[config.mk]
export PLATFORM = sky130hd
export DESIGN_NAME = sdram_arbit
export DESIGN_NICKNAME = d
export VERILOG_FILES = /design/src/rtl/sdram_pkg.sv /design/src/rtl/sdram_arbit_wdog.sv /design/src/rtl/sdram_arbit.sv
export SDC_FILE = /design/constraint.sdc
export NUM_CORES = 1
export LEC_CHECK = 0
export ABC_CLOCK_PERIOD_IN_PS = 2700
export CAP_MARGIN = 25
export CORE_UTILIZATION = 30
export CTS_CLUSTER_DIAMETER = 60
export DETAILED_ROUTE_END_ITERATION = 12
export GPL_ROUTABILITY_DRIVEN = 0
export PLACE_DENSITY = 0.88
export SKIP_CTS_REPAIR_TIMING = 1
export SLEW_MARGIN = 20
export SYNTH_ARGS = -nofsm -noshare
export SYNTH_HDL_FRONTEND = slang
export SYNTH_HIERARCHICAL = 1
export SYNTH_SLANG_ARGS = --single-unit
[constraint.sdc]
create_clock -name sclk -period 2.7 [get_ports sclk]
set_clock_uncertainty 0.2 [all_clocks]
set_input_delay 0.675 -clock sclk [delete_from_list [all_inputs] [get_ports sclk]]
set_output_delay 0.675 -clock sclk [all_outputs]
set_load 0.02 [all_outputs]
[src/rtl/sdram_pkg.sv]
// Shared SDRAM definitions: command encodings {cs_n,ras_n,cas_n,we_n},
// arbiter state encoding, pin bus widths and the muxed pin-bus payload.
package sdram_pkg;

    localparam int unsigned CMD_W  = 4;
    localparam int unsigned ADDR_W = 13;
    localparam int unsigned BA_W   = 2;
    localparam int unsigned DQ_W   = 16;

    localparam logic [CMD_W-1:0] CMD_NOP  = 4'b0111;
    localparam logic [CMD_W-1:0] CMD_PRE  = 4'b0010;
    localparam logic [CMD_W-1:0] CMD_AREF = 4'b0001;
    localparam logic [CMD_W-1:0] CMD_ACT  = 4'b0011;
    localparam logic [CMD_W-1:0] CMD_WR   = 4'b0100;
    localparam logic [CMD_W-1:0] CMD_RD   = 4'b0101;

    // One-hot arbiter states
    typedef enum logic [4:0] {
        S_INIT  = 5'b00001,
        S_ARBIT = 5'b00010,
        S_AREF  = 5'b00100,
        S_WRITE = 5'b01000,
        S_READ  = 5'b10000
    } state_e;

    // Command/bank/address bundle driven onto the SDRAM pins
    typedef struct packed {
        logic [CMD_W-1:0]  cmd;
        logic [BA_W-1:0]   ba;
        logic [ADDR_W-1:0] addr;
    } pin_bus_t;

    localparam pin_bus_t BUS_IDLE = '{cmd: CMD_NOP, ba: '0, addr: '0};

    function automatic pin_bus_t mk_bus(input logic [CMD_W-1:0]  cmd,
                                        input logic [BA_W-1:0]   ba,
                                        input logic [ADDR_W-1:0] addr);
        pin_bus_t b;
        b.cmd  = cmd;
        b.ba   = ba;
        b.addr = addr;
        return b;
    endfunction

endpackage

[src/rtl/sdram_arbit_wdog.sv]
// Owner-state watchdog.
// Ports: clk/reset (sync, active high); en counts owner cycles; clr zeroes
// the count; expire_c is high during the TIMEOUT-th consecutive enabled cycle.
module sdram_arbit_wdog #(
    parameter int unsigned TIMEOUT = 1023
) (
    input  logic clk,
    input  logic reset,
    input  logic en,
    input  logic clr,
    output logic expire_c
);

    localparam int unsigned CNT_W = $clog2(TIMEOUT + 1);

    logic [CNT_W-1:0] cnt_q;
    logic [CNT_W-1:0] cnt_d;

    // Count holds cycles already spent; this cycle is the TIMEOUT-th one
    assign expire_c = en && (cnt_q == CNT_W'(TIMEOUT - 1));

    // Expiry forces a clear so the counter never wraps
    always_comb begin
        cnt_d = cnt_q;
        if (clr || expire_c) begin
            cnt_d = '0;
        end else if (en) begin
            cnt_d = cnt_q + CNT_W'(1);
        end
    end

    always_ff @(posedge clk) begin
        if (reset) begin
            cnt_q <= '0;
        end else begin
            cnt_q <= cnt_d;
        end
    end

endmodule

[src/rtl/sdram_arbit.sv]
// SDRAM command arbiter: grants the pin bus to init, refresh, write or read
// engine (refresh > write > read), pulses the granted engine's enable in the
// first owner cycle, muxes the owner's cmd/bank/addr to the pins with no added
// latency, and reclaims the bus via a watchdog if an owner never ends.
// Ports: sclk/reset (sync, active high); per-engine cmd/addr/bank/req/end
// inputs; ref_en/wr_en/rd_en grant pulses; SDRAM pin outputs; err_timeout.
module sdram_arbit
    import sdram_pkg::*;
#(
    parameter int unsigned TIMEOUT = 1023
) (
    input  logic              sclk,
    input  logic              reset,
    input  logic              init_end,
    input  logic [CMD_W-1:0]  init_cmd,
    input  logic [ADDR_W-1:0] init_addr,
    input  logic              ref_req,
    input  logic              ref_end,
    input  logic [CMD_W-1:0]  ref_cmd,
    input  logic [ADDR_W-1:0] ref_addr,
    output logic              ref_en,
    input  logic              wr_req,
    input  logic              wr_end,
    input  logic [CMD_W-1:0]  wr_cmd,
    input  logic [ADDR_W-1:0] wr_addr,
    input  logic [BA_W-1:0]   wr_bank,
    input  logic [DQ_W-1:0]   wr_data,
    output logic              wr_en,
    input  logic              rd_req,
    input  logic              rd_end,
    input  logic [CMD_W-1:0]  rd_cmd,
    input  logic [ADDR_W-1:0] rd_addr,
    input  logic [BA_W-1:0]   rd_bank,
    output logic              rd_en,
    output logic              sdram_cke,
    output logic              sdram_cs_n,
    output logic              sdram_ras_n,
    output logic              sdram_cas_n,
    output logic              sdram_we_n,
    output logic [BA_W-1:0]   sdram_ba,
    output logic [ADDR_W-1:0] sdram_addr,
    output logic [DQ_W-1:0]   sdram_dq_out,
    output logic              sdram_dq_oe,
    output logic              err_timeout
);

    state_e   state_q, state_d;
    logic     ref_en_q, ref_en_d;
    logic     wr_en_q,  wr_en_d;
    logic     rd_en_q,  rd_en_d;
    logic     err_q,    err_d;
    logic     cke_q;
    pin_bus_t bus_c;
    logic     owner_c;
    logic     wd_clr_c;
    logic     wd_expire_c;

    // Watchdog runs only while an engine owns the bus
    assign owner_c  = (state_q == S_AREF) || (state_q == S_WRITE) || (state_q == S_READ);
    assign wd_clr_c = (state_d == S_INIT) || (state_d == S_ARBIT);

    sdram_arbit_wdog #(
        .TIMEOUT (TIMEOUT)
    ) u_wdog (
        .clk      (sclk),
        .reset    (reset),
        .en       (owner_c),
        .clr      (wd_clr_c),
        .expire_c (wd_expire_c)
    );

    // Next-state, grant pulses and pin mux
    always_comb begin
        state_d  = state_q;
        ref_en_d = 1'b0;
        wr_en_d  = 1'b0;
        rd_en_d  = 1'b0;
        err_d    = 1'b0;
        bus_c    = BUS_IDLE;

        case (state_q)
            S_INIT: begin
                bus_c = mk_bus(init_cmd, '0, init_addr);
                if (init_end) begin
                    state_d = S_ARBIT;
                end
            end
            S_ARBIT: begin
                if (ref_req) begin
                    state_d  = S_AREF;
                    ref_en_d = 1'b1;
                end else if (wr_req) begin
                    state_d = S_WRITE;
                    wr_en_d = 1'b1;
                end else if (rd_req) begin
                    state_d = S_READ;
                    rd_en_d = 1'b1;
                end
            end
            S_AREF: begin
                bus_c = mk_bus(ref_cmd, '0, ref_addr);
                if (ref_end) begin
                    state_d = S_ARBIT;
                end else if (wd_expire_c) begin
                    state_d = S_ARBIT;
                    err_d   = 1'b1;
                end
            end
            S_WRITE: begin
                bus_c = mk_bus(wr_cmd, wr_bank, wr_addr);
                if (wr_end) begin
                    state_d = S_ARBIT;
                end else if (wd_expire_c) begin
                    state_d = S_ARBIT;
                    err_d   = 1'b1;
                end
            end
            S_READ: begin
                bus_c = mk_bus(rd_cmd, rd_bank, rd_addr);
                if (rd_end) begin
                    state_d = S_ARBIT;
                end else if (wd_expire_c) begin
                    state_d = S_ARBIT;
                    err_d   = 1'b1;
                end
            end
            default: begin
                state_d = S_INIT;
            end
        endcase

        // Pins go idle immediately while reset is held, even mid-burst
        if (reset) begin
            bus_c = BUS_IDLE;
        end
    end

    always_ff @(posedge sclk) begin
        if (reset) begin
            state_q  <= S_INIT;
            ref_en_q <= 1'b0;
            wr_en_q  <= 1'b0;
            rd_en_q  <= 1'b0;
            err_q    <= 1'b0;
            cke_q    <= 1'b1;
        end else begin
            state_q  <= state_d;
            ref_en_q <= ref_en_d;
            wr_en_q  <= wr_en_d;
            rd_en_q  <= rd_en_d;
            err_q    <= err_d;
            cke_q    <= 1'b1;
        end
    end

    assign ref_en       = ref_en_q;
    assign wr_en        = wr_en_q;
    assign rd_en        = rd_en_q;
    assign err_timeout  = err_q;
    assign sdram_cke    = cke_q;
    assign {sdram_cs_n, sdram_ras_n, sdram_cas_n, sdram_we_n} = bus_c.cmd;
    assign sdram_ba     = bus_c.ba;
    assign sdram_addr   = bus_c.addr;
    assign sdram_dq_out = wr_data;
    assign sdram_dq_oe  = (state_q == S_WRITE) && !reset;

endmodule

After elaboration in Yosys (flattened, before gate mapping)
Cells that the tools add are included.
Widths: inputs -> output; s select.
- add/subtract/negate cells: 1
- equality and inequality tests: 8
- multiplexer cells: 19
- bitwise logic cells: 1
- reductions and logical operators: 11
- operator list (operator ; number):
    $pmux 19 s4 ; 1
    $mux 5 ; 8
    $pmux 5 s5 ; 1
    $mux 19 ; 1
    $add 10x1->10 const B ; 1
    $eq 10x10->1 const B ; 1
    $eq 5x1->1 const B ; 2
    $eq 5x2->1 const B ; 2
    $mux 1 ; 7
    $eq 5x3->1 const B ; 1
    $eq 5x4->1 const B ; 1
    $eq 5x5->1 const B ; 1
    $logic_or 1x1->1 ; 4
    $reduce_or 2->1 ; 2
    $reduce_or 4->1 ; 1
    $pmux 1 s3 ; 1
    $reduce_or 3->1 ; 1
    $logic_and 1x1->1 ; 2
    $logic_not 1->1 ; 1
    $not 1->1 ; 1
- register bits after elaboration: 19
- logic and storage cells: 46

Depth between registers and ports, before layout
Gate-level depths: netlist of the first run.
- depth in word-level cells: 11
- depth in mapped cells: 14
- depth with buffers taken out: 12

Modules after synthesis
The synthesis of the first run kept the hierarchy.
- modules (own cells, without submodules) (module ; times used ; cells an instance ; area an instance (um2) ; seq. area each (um2)):
    sdram_arbit ; 1 ; 155 ; 1198.6 ; 180.2
    sdram_arbit_wdog ; 1 ; 65 ; 559.3 ; 200.2

Worst setup path before layout of the first run
No wires, ideal clock.
- path type: flip-flop to flip-flop
- start point: register state_q[2]
- end point: register u_wdog.cnt_q[5]
- setup time: 133 ps
- arrival: 2487 ps
- required time: 2367 ps
- setup slack: -120 ps
- cell stages (with the launch flop): 15
- path buffers: 3
- period minus slack after synthesis: 2820 ps
- cells stage by stage: dfxtp_1 buf_2 xor2_2 nor2_1 a2111oi_2 buf_2 nand4_4 nor3_1 nor2_1 nor3_1 nor4_1 nand2_1 or2_2 clkbuf_1 a311oi_1
- longest elaborated chain between the ends: 11
- elaborated cells on any way between the ends: 22
- ends and longest elaborated chain (item ; line ; RTL):
    start: declaration ; sdram_arbit.sv:47 ; state_e state_q, state_d;
    start signal: assignment ; sdram_arbit.sv:147 ; state_q <= state_d;
    $eq 5x3->1 / $eq 5x4->1 (equally long branches) ; sdram_arbit.sv:59 ; assign owner_c = (state_q == S_AREF) || (state_q == S_WRITE) || (state_q == S_READ);
    $logic_or 1x1->1 ; sdram_arbit.sv:59 ;
    $logic_or 1x1->1 (*) ; sdram_arbit.sv:59 ;
    via owner_c ; sdram_arbit.sv:54 ; logic owner_c;
    $logic_and 1x1->1 (*) ; sdram_arbit_wdog.sv:20 ; assign expire_c = en && (cnt_q == CNT_W'(TIMEOUT - 1));
    via wd_expire_c ; sdram_arbit.sv:56 ; logic wd_expire_c;
    $mux 5 (*) ; sdram_arbit.sv:104, sdram_arbit.sv:113, sdram_arbit.sv:122 ;
    $mux 5 (on tied branches) ; sdram_arbit.sv:120, sdram_arbit.sv:102, sdram_arbit.sv:111 ;
    $pmux 5 s5 (*) ; sdram_arbit.sv:81 ; case (state_q)
    $eq 5x1->1 / $eq 5x2->1 (equally long branches) ; sdram_arbit.sv:60 ; assign wd_clr_c = (state_d == S_INIT) || (state_d == S_ARBIT);
    $logic_or 1x1->1 (*) ; sdram_arbit.sv:60 ;
    via wd_clr_c ; sdram_arbit.sv:55 ; logic wd_clr_c;
    $logic_or 1x1->1 (*) ; sdram_arbit_wdog.sv:25 ; if (clr || expire_c) begin
    $reduce_or 2->1 (no source line) (*) ; n/a ;
    end signal: assignment ; sdram_arbit_wdog.sv:36 ; cnt_q <= cnt_d;
    end: declaration ; sdram_arbit_wdog.sv:16 ; logic [CNT_W-1:0] cnt_q;
Mark *: on every way through the listed nets, which the timed path passes. The rest lies on a longest branch.
A chain may end at the register's enable or synchronous reset.

Worst setup path in the final report of the first run
- start point: register state_q[3]
- end point: output sdram_cas_n
- longest elaborated chain between the ends: 3
- elaborated cells on any way between the ends: 6
- ends and longest elaborated chain (item ; line ; RTL):
    $eq 5x5->1 (tied with other cells) ; sdram_arbit.sv:81 ;
    $pmux 19 s4 (*) ; sdram_arbit.sv:81 ;
    $mux 19 (*) ; sdram_arbit.sv:133 ; if (reset) begin
    end: declaration ; sdram_arbit.sv:38 ; output logic sdram_cas_n,
Mark *: on every way between the ends. The rest lies on a longest branch, timed or not.

==> results of run 1 <==
==> sequential cells by signal, summed over array words and instances, names as in the netlist <==
register,cells
wr_en,1
ref_en,1
state_q,5
rd_en,1
u_wdog/cnt_q,10
err_timeout,1
==> area by class of cell <==
| class | count | area, um^2 |
|---|---|---|
| Clock inverter | 1 | 5.00 |
| Multi-Input combinational cell | 162 | 1250 |
| Inverter | 6 | 22.5 |
| Fill cell | 494 | 2290 |
| Sequential cell | 19 | 385 |
| Tap cell | 72 | 90.1 |
| Timing Repair Buffer | 149 | 1480 |
| Clock buffer | 3 | 41.3 |
==> through the flow <==
stage | hold slack [ns] | area, um^2 | TNS [ns] | power [mW] | worst slack (ns)
2_1_floorplan | 0.276 | 1770 | 0 | 0.446 | 0.0170
3_3_place_gp | 0.289 | 2970 | -10.77 | 0.601 | -0.579
3_5_place_dp | 0.299 | 2970 | -12.11 | 0.607 | -0.616
4_1_cts | 0.313 | 3020 | -12.55 | 0.813 | -0.619
5_1_grt | 0.353 | 3280 | -5.54 | 0.884 | -0.237
6_report | 0.315 | 3280 | -3.32 | 0.848 | -0.171
==> power by group through the flow <==
| stage | Clock (mW) | Sequential [mW] | Combinational (mW) |
|---|---|---|---|
| 6_report | 0.203 | 0.285 | 0.360 |
| 5_1_grt | 0.222 | 0.286 | 0.377 |
| 4_1_cts | 0.212 | 0.285 | 0.317 |
| 3_5_place_dp | 0 | 0.291 | 0.315 |
| 3_3_place_gp | 0 | 0.291 | 0.310 |
| 2_1_floorplan | 0 | 0.291 | 0.155 |
==> Yosys cell counts, drive strengths merged (3+ instances only) <==
master / n
a22oi: 3
nand2b: 3
a222oi: 17
nor4: 3
nand3b: 6
nand2: 29
o31ai: 4
buf: 31
xor2: 3
nor2: 16
nor3: 6
a31oi: 3
inv: 6
a21oi: 24
or3: 3
or4: 3
dfxtp: 19
nand4: 3
==> critical path, delay by kind of cell, from the launching register on <==
family / cells / cell delay (ns)
buf+inv: 2 / 0.35
flops: 1 / 0.33
simple gates: 3 / 0.97
compound gates: 1 / 0.09
==> logic make-up after synthesis <==
group / share of synthesized area, %
AND/OR/NAND/NOR: 30.0
AO/OA/AOI/OAI: 29.0
buffers and inverters: 14.1
flip-flops: 21.6
XOR/XNOR: 2.42
adder cells (fa/ha/maj): 1.42
multiplexers: 1.21
other: 0.213
==> per-layer routing <==
metal	global-route usage, %	up-vias	wire (um)
li1	-	1063	-
met1	21.1	1078	2620
met2	38.8	114	4000
met3	4.19	18	553
met4	6.85	0	148
met5	0	-	0
==> worst paths after layout <==
kind	slack, ns	end	startpoint	depth (start not counted)
worst max register to register	-0.10	u_wdog/cnt_q[3]	state_q[3]	13
worst min register to register	0.32	u_wdog/cnt_q[7]	u_wdog/cnt_q[7]	2
worst min-delay path	0.32	u_wdog/cnt_q[7]	u_wdog/cnt_q[7]	2
worst max-delay path	-0.17	sdram_cas_n	state_q[3]	6
==> flow_metrics.env, run 1 <==
export IMPL_violations="setup timing"
export IMPL_final_cell_mix="clkdlybuf4s50_1 (83), buf_4 (41), nand2_1 (28)"
export IMPL_drtPass1Iterations=6
export IMPL_nets=440
export IMPL_switchingPower_uw=246
export IMPL_grt_pass1_wl_um=9880
export IMPL_synth_seq_cells=19
export IMPL_drt_wl_total_um=7320
export IMPL_rsz0062_at_grt="true"
export IMPL_power_density_nw_per_um2=258
export IMPL_vias=2273
export IMPL_max_clock_freq_ghz=0.348
export IMPL_portBuffers=104
export IMPL_cts_buffers=3
export IMPL_maxSlewViolCount=0
export IMPL_period_share_pct=106
export IMPL_ir_worst_vdd_uv=231
export IMPL_cp_cell_sequence="or4b_4, nor3_4, a21oi_4, buf_12, nand3b_1, clkbuf_2"
export IMPL_drv_cap=0
export IMPL_max_stage_delay_ns=0.57
export IMPL_critPathArrivalTime_ns=2.00
export IMPL_cp_max_fo=5
export IMPL_clkLatencyLatePin_ns=0.26
export IMPL_startpoint_type="flop"
export IMPL_endpoint_kind="primary output"
export IMPL_maxSlewHeadroom_pct=64.9
export IMPL_instances_no_fill=412
export IMPL_yosysSeqAreaShare_pct=21.6
export IMPL_core_area_um2=5570
export IMPL_yosys_area_top_type_share_pct=21.6
export IMPL_cts_tree="built"
export IMPL_ys_flop_type="dfxtp_1"
export IMPL_yosys_warnings=6
export IMPL_min_period_ns=2.87
export IMPL_ioPinCount=138
export IMPL_final_setup_worst_slack_ns=-0.171
export IMPL_finalSetupViolCount=29
export IMPL_drc=0
export IMPL_utilization_pct=58.9
export IMPL_clockRootBuffer="clkbuf_8"
export IMPL_synth_area_leaders="dfxtp_1 (22%), a222oi_1 (9.7%), buf_4 (8.5%)"
export IMPL_critical_path_required_ns=1.82
export IMPL_area_delta_synth_final_pct=86.7
export IMPL_htreeDepth=1
export IMPL_final_common_cell="clkdlybuf4s50_1"
export IMPL_cp_slowest_cell="or4b_4"
export IMPL_clock_sinks=19
export IMPL_syn_area_um2=1760
export IMPL_outcome="finished with violations"
export IMPL_synth_edff_count=0
export IMPL_p_leak_nw=1.22
export IMPL_drive_above_1_share_pct=34.1
export IMPL_synth_largest_area_cell="dfxtp_1"
export IMPL_grt_overflow=0
export IMPL_grt_max_degree=20
export IMPL_switching_share_pct=29.0
export IMPL_drt_vias_per_instance=5.52
export IMPL_antenna_found_initial=0
export IMPL_pwr_share_comb_pct=42.4
export IMPL_synth_distinct_cells=60
export IMPL_clk_path_buf_depth=2
export IMPL_avgSynthCellArea_um2=7.99
export IMPL_place_hpwl_um=5080
export IMPL_antenna_cells=0
export IMPL_die_area_um2=6170
export IMPL_async_flop_share_pct=0
export IMPL_seq_power_share_pct=33.6
export IMPL_hold_path_class="flop to flop"
export IMPL_dieHeight_um=78.6
export IMPL_p_clk_share_pct=24.0
export IMPL_die_w_um=78.6
export IMPL_dp_cells=394
export IMPL_critPathKind="flop to primary output"
export IMPL_p_int_uw=602
export IMPL_track_usage_pct=20.1
export IMPL_syn_inst=220
export IMPL_finalHoldViolCount=0
export IMPL_syn_nets=319
export IMPL_initial_core_util_pct=31.5
export IMPL_post_drt_wl_per_cell_um=17.8
export IMPL_first_iter_violations=124
export IMPL_clk_pin_slew_worst_paths_ns=0.08
export IMPL_ant_nets=0
export IMPL_grt_pass1_vias=2034
export IMPL_rows=27
export IMPL_tightest_slew_ns=0.522
Power figures use the tool's default switching activity.
==> run 2: changes to the inputs <==
--- a/config.mk
+++ b/config.mk
@@ -9,11 +9,11 @@
 export CAP_MARGIN = 25
 export CORE_UTILIZATION = 30
 export CTS_CLUSTER_DIAMETER = 60
+export CTS_CLUSTER_SIZE = 28
 export DETAILED_ROUTE_END_ITERATION = 12
 export GPL_ROUTABILITY_DRIVEN = 0
 export PLACE_DENSITY = 0.88
 export SKIP_CTS_REPAIR_TIMING = 1
-export SLEW_MARGIN = 20
 export SYNTH_ARGS = -nofsm -noshare
 export SYNTH_HDL_FRONTEND = slang
 export SYNTH_HIERARCHICAL = 1
==> results of run 2 <==
Final layout, timing and power as in run 1 (identical DEF).
